--- config.mk ---
export PLATFORM = sky130hd
export DESIGN_NAME = spi_clock_generator
export DESIGN_NICKNAME = d
export VERILOG_FILES = /design/src/rtl/spi_clock_generator_pkg.sv /design/src/rtl/spi_clock_generator_counter.sv /design/src/rtl/spi_clock_generator.sv
export SDC_FILE = /design/constraint.sdc
export NUM_CORES = 1
export LEC_CHECK = 0
export ABC_AREA = 1
export BUFFER_PORTS_ARGS = -buffer_cell sky130_fd_sc_hd__buf_2
export CORE_AREA = 4 4 41 43
export DETAILED_ROUTE_END_ITERATION = 12
export DIE_AREA = 0 0 45 47
export GPL_TIMING_DRIVEN = 0
export SYNTH_ARGS = -nofsm -noshare
export SYNTH_HDL_FRONTEND = slang
export SYNTH_HIERARCHICAL = 1
export SYNTH_SLANG_ARGS = --single-unit
--- constraint.sdc ---
create_clock -name clk -period 1.6 [get_ports clk]
set_clock_uncertainty 0.15 [all_clocks]
set_input_delay 0.16 -clock clk [delete_from_list [all_inputs] [get_ports clk]]
set_output_delay 0.16 -clock clk [all_outputs]
set_load 0.02 [all_outputs]
--- src/rtl/spi_clock_generator_pkg.sv ---
// Shared constants and helpers for the SPI clock generator.
// Divider ratio and counter widths are derived from the top-level parameters.
package spi_clock_generator_pkg;

    localparam int DEF_CLK_FREQ_HZ  = 100_000_000;
    localparam int DEF_FAST_FREQ_HZ = 10_000_000;
    localparam int DEF_LOCK_DELAY   = 4;

    function automatic int clog2(input int v);
        int r;
        r = 0;
        for (int x = 1; x < v; x = x << 1)
            r++;
        return r;
    endfunction

    // Counters never shrink below one bit, even for a ratio of 1.
    function automatic int width_of(input int v);
        return (clog2(v) < 1) ? 1 : clog2(v);
    endfunction

    function automatic int div_half(input int clk_hz, input int fast_hz);
        return clk_hz / (2 * fast_hz);
    endfunction

    function automatic int lock_width(input int lock_delay);
        return width_of(lock_delay + 1);
    endfunction

endpackage

--- src/rtl/spi_clock_generator_counter.sv ---
// Generic up-counter with synchronous clear (priority) and enable.
// Wraps naturally from all-ones to zero.
module gu_counter #(
    parameter int BITS = 4
) (
    input  logic            clk,
    input  logic            reset,
    input  logic            clr,
    input  logic            enable,
    output logic [BITS-1:0] count
);

    always_ff @(posedge clk or negedge reset) begin
        if (!reset)
            count <= '0;
        else if (clr)
            count <= '0;
        else if (enable)
            count <= count + BITS'(1);
    end

endmodule

--- src/rtl/spi_clock_generator.sv ---
// Counter-based divider producing 10 MHz / 5 MHz clocks, strobes and a
// sticky lock flag once the SPI clock has run for LOCK_DELAY rising edges.
module spi_clock_generator
    import spi_clock_generator_pkg::*;
#(
    parameter int CLK_FREQ_HZ  = DEF_CLK_FREQ_HZ,
    parameter int FAST_FREQ_HZ = DEF_FAST_FREQ_HZ,
    parameter int LOCK_DELAY   = DEF_LOCK_DELAY
) (
    input  logic clk,
    input  logic reset,
    output logic clk_10MHz,
    output logic clk_5MHz,
    output logic tick_10MHz,
    output logic tick_5MHz,
    output logic locked
);

    localparam int DIV_HALF = div_half(CLK_FREQ_HZ, FAST_FREQ_HZ);
    localparam int DIV_W    = width_of(DIV_HALF);
    localparam int LOCK_W   = lock_width(LOCK_DELAY);

    if (DIV_HALF < 1 || (CLK_FREQ_HZ % (2 * FAST_FREQ_HZ)) != 0
        || LOCK_DELAY < 1) begin : g_bad_params
        $fatal(1, "spi_clock_generator: invalid divider or lock parameters");
    end

    logic [DIV_W-1:0]  div_count;
    logic [LOCK_W-1:0] lock_count;
    logic              wrap;
    logic              rise10;
    logic              rise5;
    logic              lock_en;
    logic              lock_done;

    assign wrap   = (div_count == DIV_W'(DIV_HALF - 1));
    assign rise10 = wrap & ~clk_10MHz;
    assign rise5  = rise10 & ~clk_5MHz;

    // The final rise sets locked on the same edge as the clock outputs.
    assign lock_en   = rise5 & ~locked;
    assign lock_done = lock_en & (lock_count == LOCK_W'(LOCK_DELAY - 1));

    gu_counter #(.BITS(DIV_W)) u_div (
        .clk    (clk),
        .reset  (reset),
        .clr    (wrap),
        .enable (1'b1),
        .count  (div_count)
    );

    gu_counter #(.BITS(LOCK_W)) u_lock (
        .clk    (clk),
        .reset  (reset),
        .clr    (1'b0),
        .enable (lock_en),
        .count  (lock_count)
    );

    always_ff @(posedge clk or negedge reset) begin
        if (!reset) begin
            clk_10MHz  <= 1'b0;
            clk_5MHz   <= 1'b0;
            tick_10MHz <= 1'b0;
            tick_5MHz  <= 1'b0;
            locked     <= 1'b0;
        end else begin
            clk_10MHz  <= clk_10MHz ^ wrap;
            tick_10MHz <= rise10;
            tick_5MHz  <= rise5;
            if (rise10)
                clk_5MHz <= ~clk_5MHz;
            if (lock_done)
                locked <= 1'b1;
        end
    end

endmodule

Word-level counts from Yosys, hierarchy flattened
Cells that the tools add are included. W data, S select, Z words.

Register bits after elaboration: 11. Latch bits: 0. Bits in writable memories: 0. Memory bits (read-only): 0. Bits of input ports: 2. Output and inout port bits: 5. Word-level logic and storage cells: 20. Memories kept: 0.

Add/sub/neg operators: 2. Multiply operators: 0. Divide/modulo/power cells: 0. Magnitude comparators: 0. Eq/ne operators: 2. Shifts and indexed selects: 0. Muxes and demuxes: 1. Bitwise logic cells: 8. Reduce and logical (&&, ||, !) cells: 0.

Operators by type and width (number): $add A3 B1 Y3 const B (2); $and A1 B1 Y1 (4); $eq A3 B2 Y1 const B (1); $eq A3 B3 Y1 const B (1); $mux W3 (1); $not A1 Y1 (3); $xor A1 B1 Y1 (1).

Logic depth before layout (Yosys ltp)
Word-level depth: 5. Mapped depth: 9. Depth with buffers taken out: 9.

Hierarchy
Netlist, hierarchy kept.

By module, submodules not included: gu_counter (instances 2, cells each 17, area each 142.6 um2, sequential area each 75.1 um2); spi_clock_generator (instances 1, cells each 22, area each 211.5 um2, sequential area each 125.1 um2).

Worst setup path after synthesis
OpenSTA, ideal clock, no wires.

Kind: flip-flop to flip-flop. Start point: reg u_div.count[0]. End point: reg u_lock.count[1]. Setup time: 0.117 ns. Data arrival time: 1.332 ns. Data required time: 1.333 ns. Slack: 0.000 ns. Stages on the path, launching flop included: 10. Path buffers: 0. Clock period less this slack: 1.600 ns. Path through: dfrtp_1 nor3b_1 ha_1 inv_2 nor2_4 inv_2 nor2_2 inv_1 nor2_1 nor2_1.

Cells in the longest elaborated chain, start to end: 4.

Ends and longest elaborated chain: start, declared (line spi_clock_generator_counter.sv:10) `output logic [BITS-1:0] count`; start signal, assigned (line spi_clock_generator_counter.sv:19) `count <= count + BITS'(1);`; $eq A3 B3 Y1 (line spi_clock_generator.sv:36) `assign wrap = (div_count == DIV_W'(DIV_HALF - 1));`; net wrap (line spi_clock_generator.sv:30) `logic wrap;`; $and A1 B1 Y1 (line spi_clock_generator.sv:37) `assign rise10 = wrap & ~clk_10MHz;`; net rise10 (line spi_clock_generator.sv:31) `logic rise10;`; $and A1 B1 Y1 (line spi_clock_generator.sv:38) `assign rise5 = rise10 & ~clk_5MHz;`; net rise5 (line spi_clock_generator.sv:32) `logic rise5;`; $and A1 B1 Y1 (line spi_clock_generator.sv:41) `assign lock_en = rise5 & ~locked;`; net lock_en (line spi_clock_generator.sv:33) `logic lock_en;`; end signal, assigned (line spi_clock_generator_counter.sv:19); end, declared (line spi_clock_generator_counter.sv:10).

The timed path passes the listed nets, and every way through them passes these cells. A chain may end at the register's enable or synchronous reset.

Worst setup path in the final report
Start point: reg u_div.count[1]. End point: reg u_lock.count[1].

The elaborated chain is that of the path after synthesis.

==> summary.md <==
| Metric | Value |
|---|---|
| Status | `finished with violations` |
| Failing checks | `setup timing` |
| Post-synth top area share | `0.5542` |
| Die Width | `45 um` |
| Root Driver | `clkbuf_4` |
| GRT overflow | `0` |
| Switching share of power | `0.3595` |
| Setup TNS | `-93.10 ps` |
| Drt total wl | `943 um` |
| F_max | `608.3 MHz` |
| Worst VDD drop | `0.5085 mV` |
| Tmin final | `1644 ps` |
| Max FO, Critical Path | `5` |
| Crit end category | `register` |
| IO Pins | `7` |
| Max cap viols | `0` |
| Combinational power share | `0.415` |
| Remaining antenna violation count after routing | `0` |
| Crit path max-delay family | `simple AND/OR/NAND/NOR gates` |
| Die Y-Extent | `47 um` |
| Max Slew Vio Count | `0` |
| Cell variety after synth | `13` |
| Req. time, crit path | `1610 ps` |
| Fin crit share | `1.028` |
| DR iter-0 viols | `7` |
| Switch Pwr | `0.3798 mW` |
| Synth Warn # | `6` |
| Die Area | `2115 um2` |
| Share of total power in sequential cells | `0.406` |
| LEAKAGE | `0.4010 nW` |
| Clock tree buffer depth | `2` |
| Worst skew pair latency | `260 ps` |
| Crit-path cells | `nor3b_2, ha_2, inv_2, nor2_4, inv_2, nor2_4, inv_2, nor2_1, nor2_1` |
| Detailed Routing Iterations Pass 1 | `4` |
| Avg Inst Size Synth | `8.870 um2` |
| Core area | `1301 um2` |
| Setup violations, final | `3` |
| First-pass GRT wire length | `1573 um` |
| Final Hold Vio Count | `0` |
| WP data arrival | `1650 ps` |
| Clock transition at path regs | `70 ps` |
| Ant. Diodes | `0` |
| Slowest-stage cell, CP | `dfrtp_1` |
| Max incr delay on CP | `400 ps` |
| Most frequent CP cell | `inv_2` |
| Area growth syn-to-layout | `40.30%` |
| Hold WS | `124.9 ps` |
| Setup WS pre-CTS | `-219.9 ps` |
| Crit start category | `register` |
| Clock power frac | `0.179` |
| Initial antenna violation count | `0` |
| Power density over cell area | `1516 nW/um2` |
| Synth area leader | `dfrtp_1` |
| Gpl congestion | `0.6971` |
| Int Pwr | `0.6766 mW` |
| Synth Instances | `56` |
| Largest net degree at the start of global routing | `12` |
| Worst Slack Setup Final | `-44.05 ps` |
| RSZ-0062 raised after global routing | `true` |
| Layout Nets | `88` |
| Most frequent cells in the layout | `11 x dfrtp_1, 11 x buf_4, 9 x nand2_1, 8 x inv_1, 7 x nor2_1` |
| Starting density of the core | `0.3817` |
| Share of cells above drive strength 1 | `0.3415` |
| Total Power | `1.056 mW` |
| Worst hold path class | `input port to asynchronous set/reset pin` |
| CTS tree | `done` |
| # DRC | `0` |
| Tot GR Track Use | `0.1093` |
| Kind of critical path | `register to register` |
| Vias in the first global route | `382` |
| Register bit total from synthesis | `11` |
| FP Rows | `13` |
| Sequential area share after synthesis | `0.5542` |
| Top post-synthesis cells by area | `dfrtp_1 55%, ha_1 7.6%, inv_1 6.8%, nand2_1 6.8%, nand3_1 6.0%` |
| Post-Syn Area | `496.7 um2` |
| WP buf/inv | `3` |
| WL/cell | `9.722 um` |
| CTS Buf Count | `3` |
| H-tree lvl count | `1` |
| Port-buffer cells | `6` |
| HPWL Detailed | `638.6 um` |
| Vias | `411` |
| Clock sinks | `11` |
| Vias/cell | `4.237` |
## power groups by stage
stage               registers (mW)  logic, mW  clock network (mW)
finish                       0.429      0.439               0.189
global route                 0.440      0.481               0.214
CTS                          0.431      0.393               0.196
detailed placement           0.438      0.292                   0
global placement             0.434      0.284                   0
floorplan                    0.471      0.173                   0
## registers in the layout (all words and copies together), names as in the netlist
name and count:
locked 1, u_lock/count 3, u_div/count 3, clk_10MHz 1, tick_10MHz 1, clk_5MHz 1
tick_5MHz 1
## logic make-up (layout without fill, tap and decap cells)
group,after synthesis,after routing,share of synthesized area
other cells,2,6,0.01512
flops,11,11,0.5541
compound gates,4,4,0.04030
fa+ha+maj,3,3,0.07557
buf+inv,11,33,0.08312
simple gates,25,25,0.2318
## repair_timing
item / in CTS / in global routing
pin swaps: 4 / 4
hold buffers: 1 / 0
setup buffers: 8 / 3
gates cloned: 0 / 0
gates resized for setup: 4 / 1
endpoints found under the setup margin: 3 / 5
hold endpoints to repair: 11 / 0
## cell usage after synthesis
| master | instances |
|---|---|
| inv_2 | 2 |
| ha_1 | 3 |
| o21ai_1 | 2 |
| nand3_1 | 6 |
| conb_1 | 2 |
| a21oi_1 | 2 |
| nor2_2 | 1 |
| nor2_1 | 7 |
| nor3b_1 | 1 |
| dfrtp_1 | 11 |
| nand2_1 | 9 |
| nor2_4 | 1 |
| inv_1 | 9 |
## area by class of cell
type / instances / area, um2
Sequential cell: 11 / 275.3
Timing Repair Buffer: 18 / 122.6
Tap cell: 15 / 18.77
Multi-Input combinational cell: 38 / 212.7
Inverter: 11 / 41.29
Fill cell: 128 / 604.3
Clock buffer: 4 / 26.28
## worst paths after layout
check	startpoint	endpoint	slack (ps)	cells after the start
worst max register to register	u_div/count[1]	u_lock/count[1]	-40	9
worst min register to register	locked	locked	390	2
min in group clk	locked	locked	390	2
worst min-delay path	reset	locked	120	2
max in group asynchronous	reset	tick_5MHz	980	2
worst max-delay path	u_div/count[1]	u_lock/count[1]	-40	9
## routing by layer
| metal | global-route usage | part of all wire | vias to the layer above |
|---|---|---|---|
| met4 | 0.09357 | 0.018 | 0 |
| met3 | 0.03831 | 0.055 | 2 |
| li1 | - | - | 216 |
| met5 | 0 | 0 | - |
| met1 | 0.1218 | 0.44 | 183 |
| met2 | 0.1667 | 0.48 | 10 |
## stage by stage
stage	instance area (um2)	util	instances
2_1_floorplan	511.7	-	60
3_3_place_gp	560.5	0.4308	81
3_5_place_dp	560.5	0.4308	81
4_1_cts	669.4	0.5144	94
5_1_grt	696.9	0.5356	97
6_report	696.9	0.5356	97
## worst register-to-register path, delay by kind of cell, from the launching register on
kind / cells / cell delay [ps]
fa+ha+maj: 1 / 230
flops: 1 / 400
buf+inv: 3 / 150
simple gates: 5 / 600
Note: power is estimated with default switching activity, not from simulation.
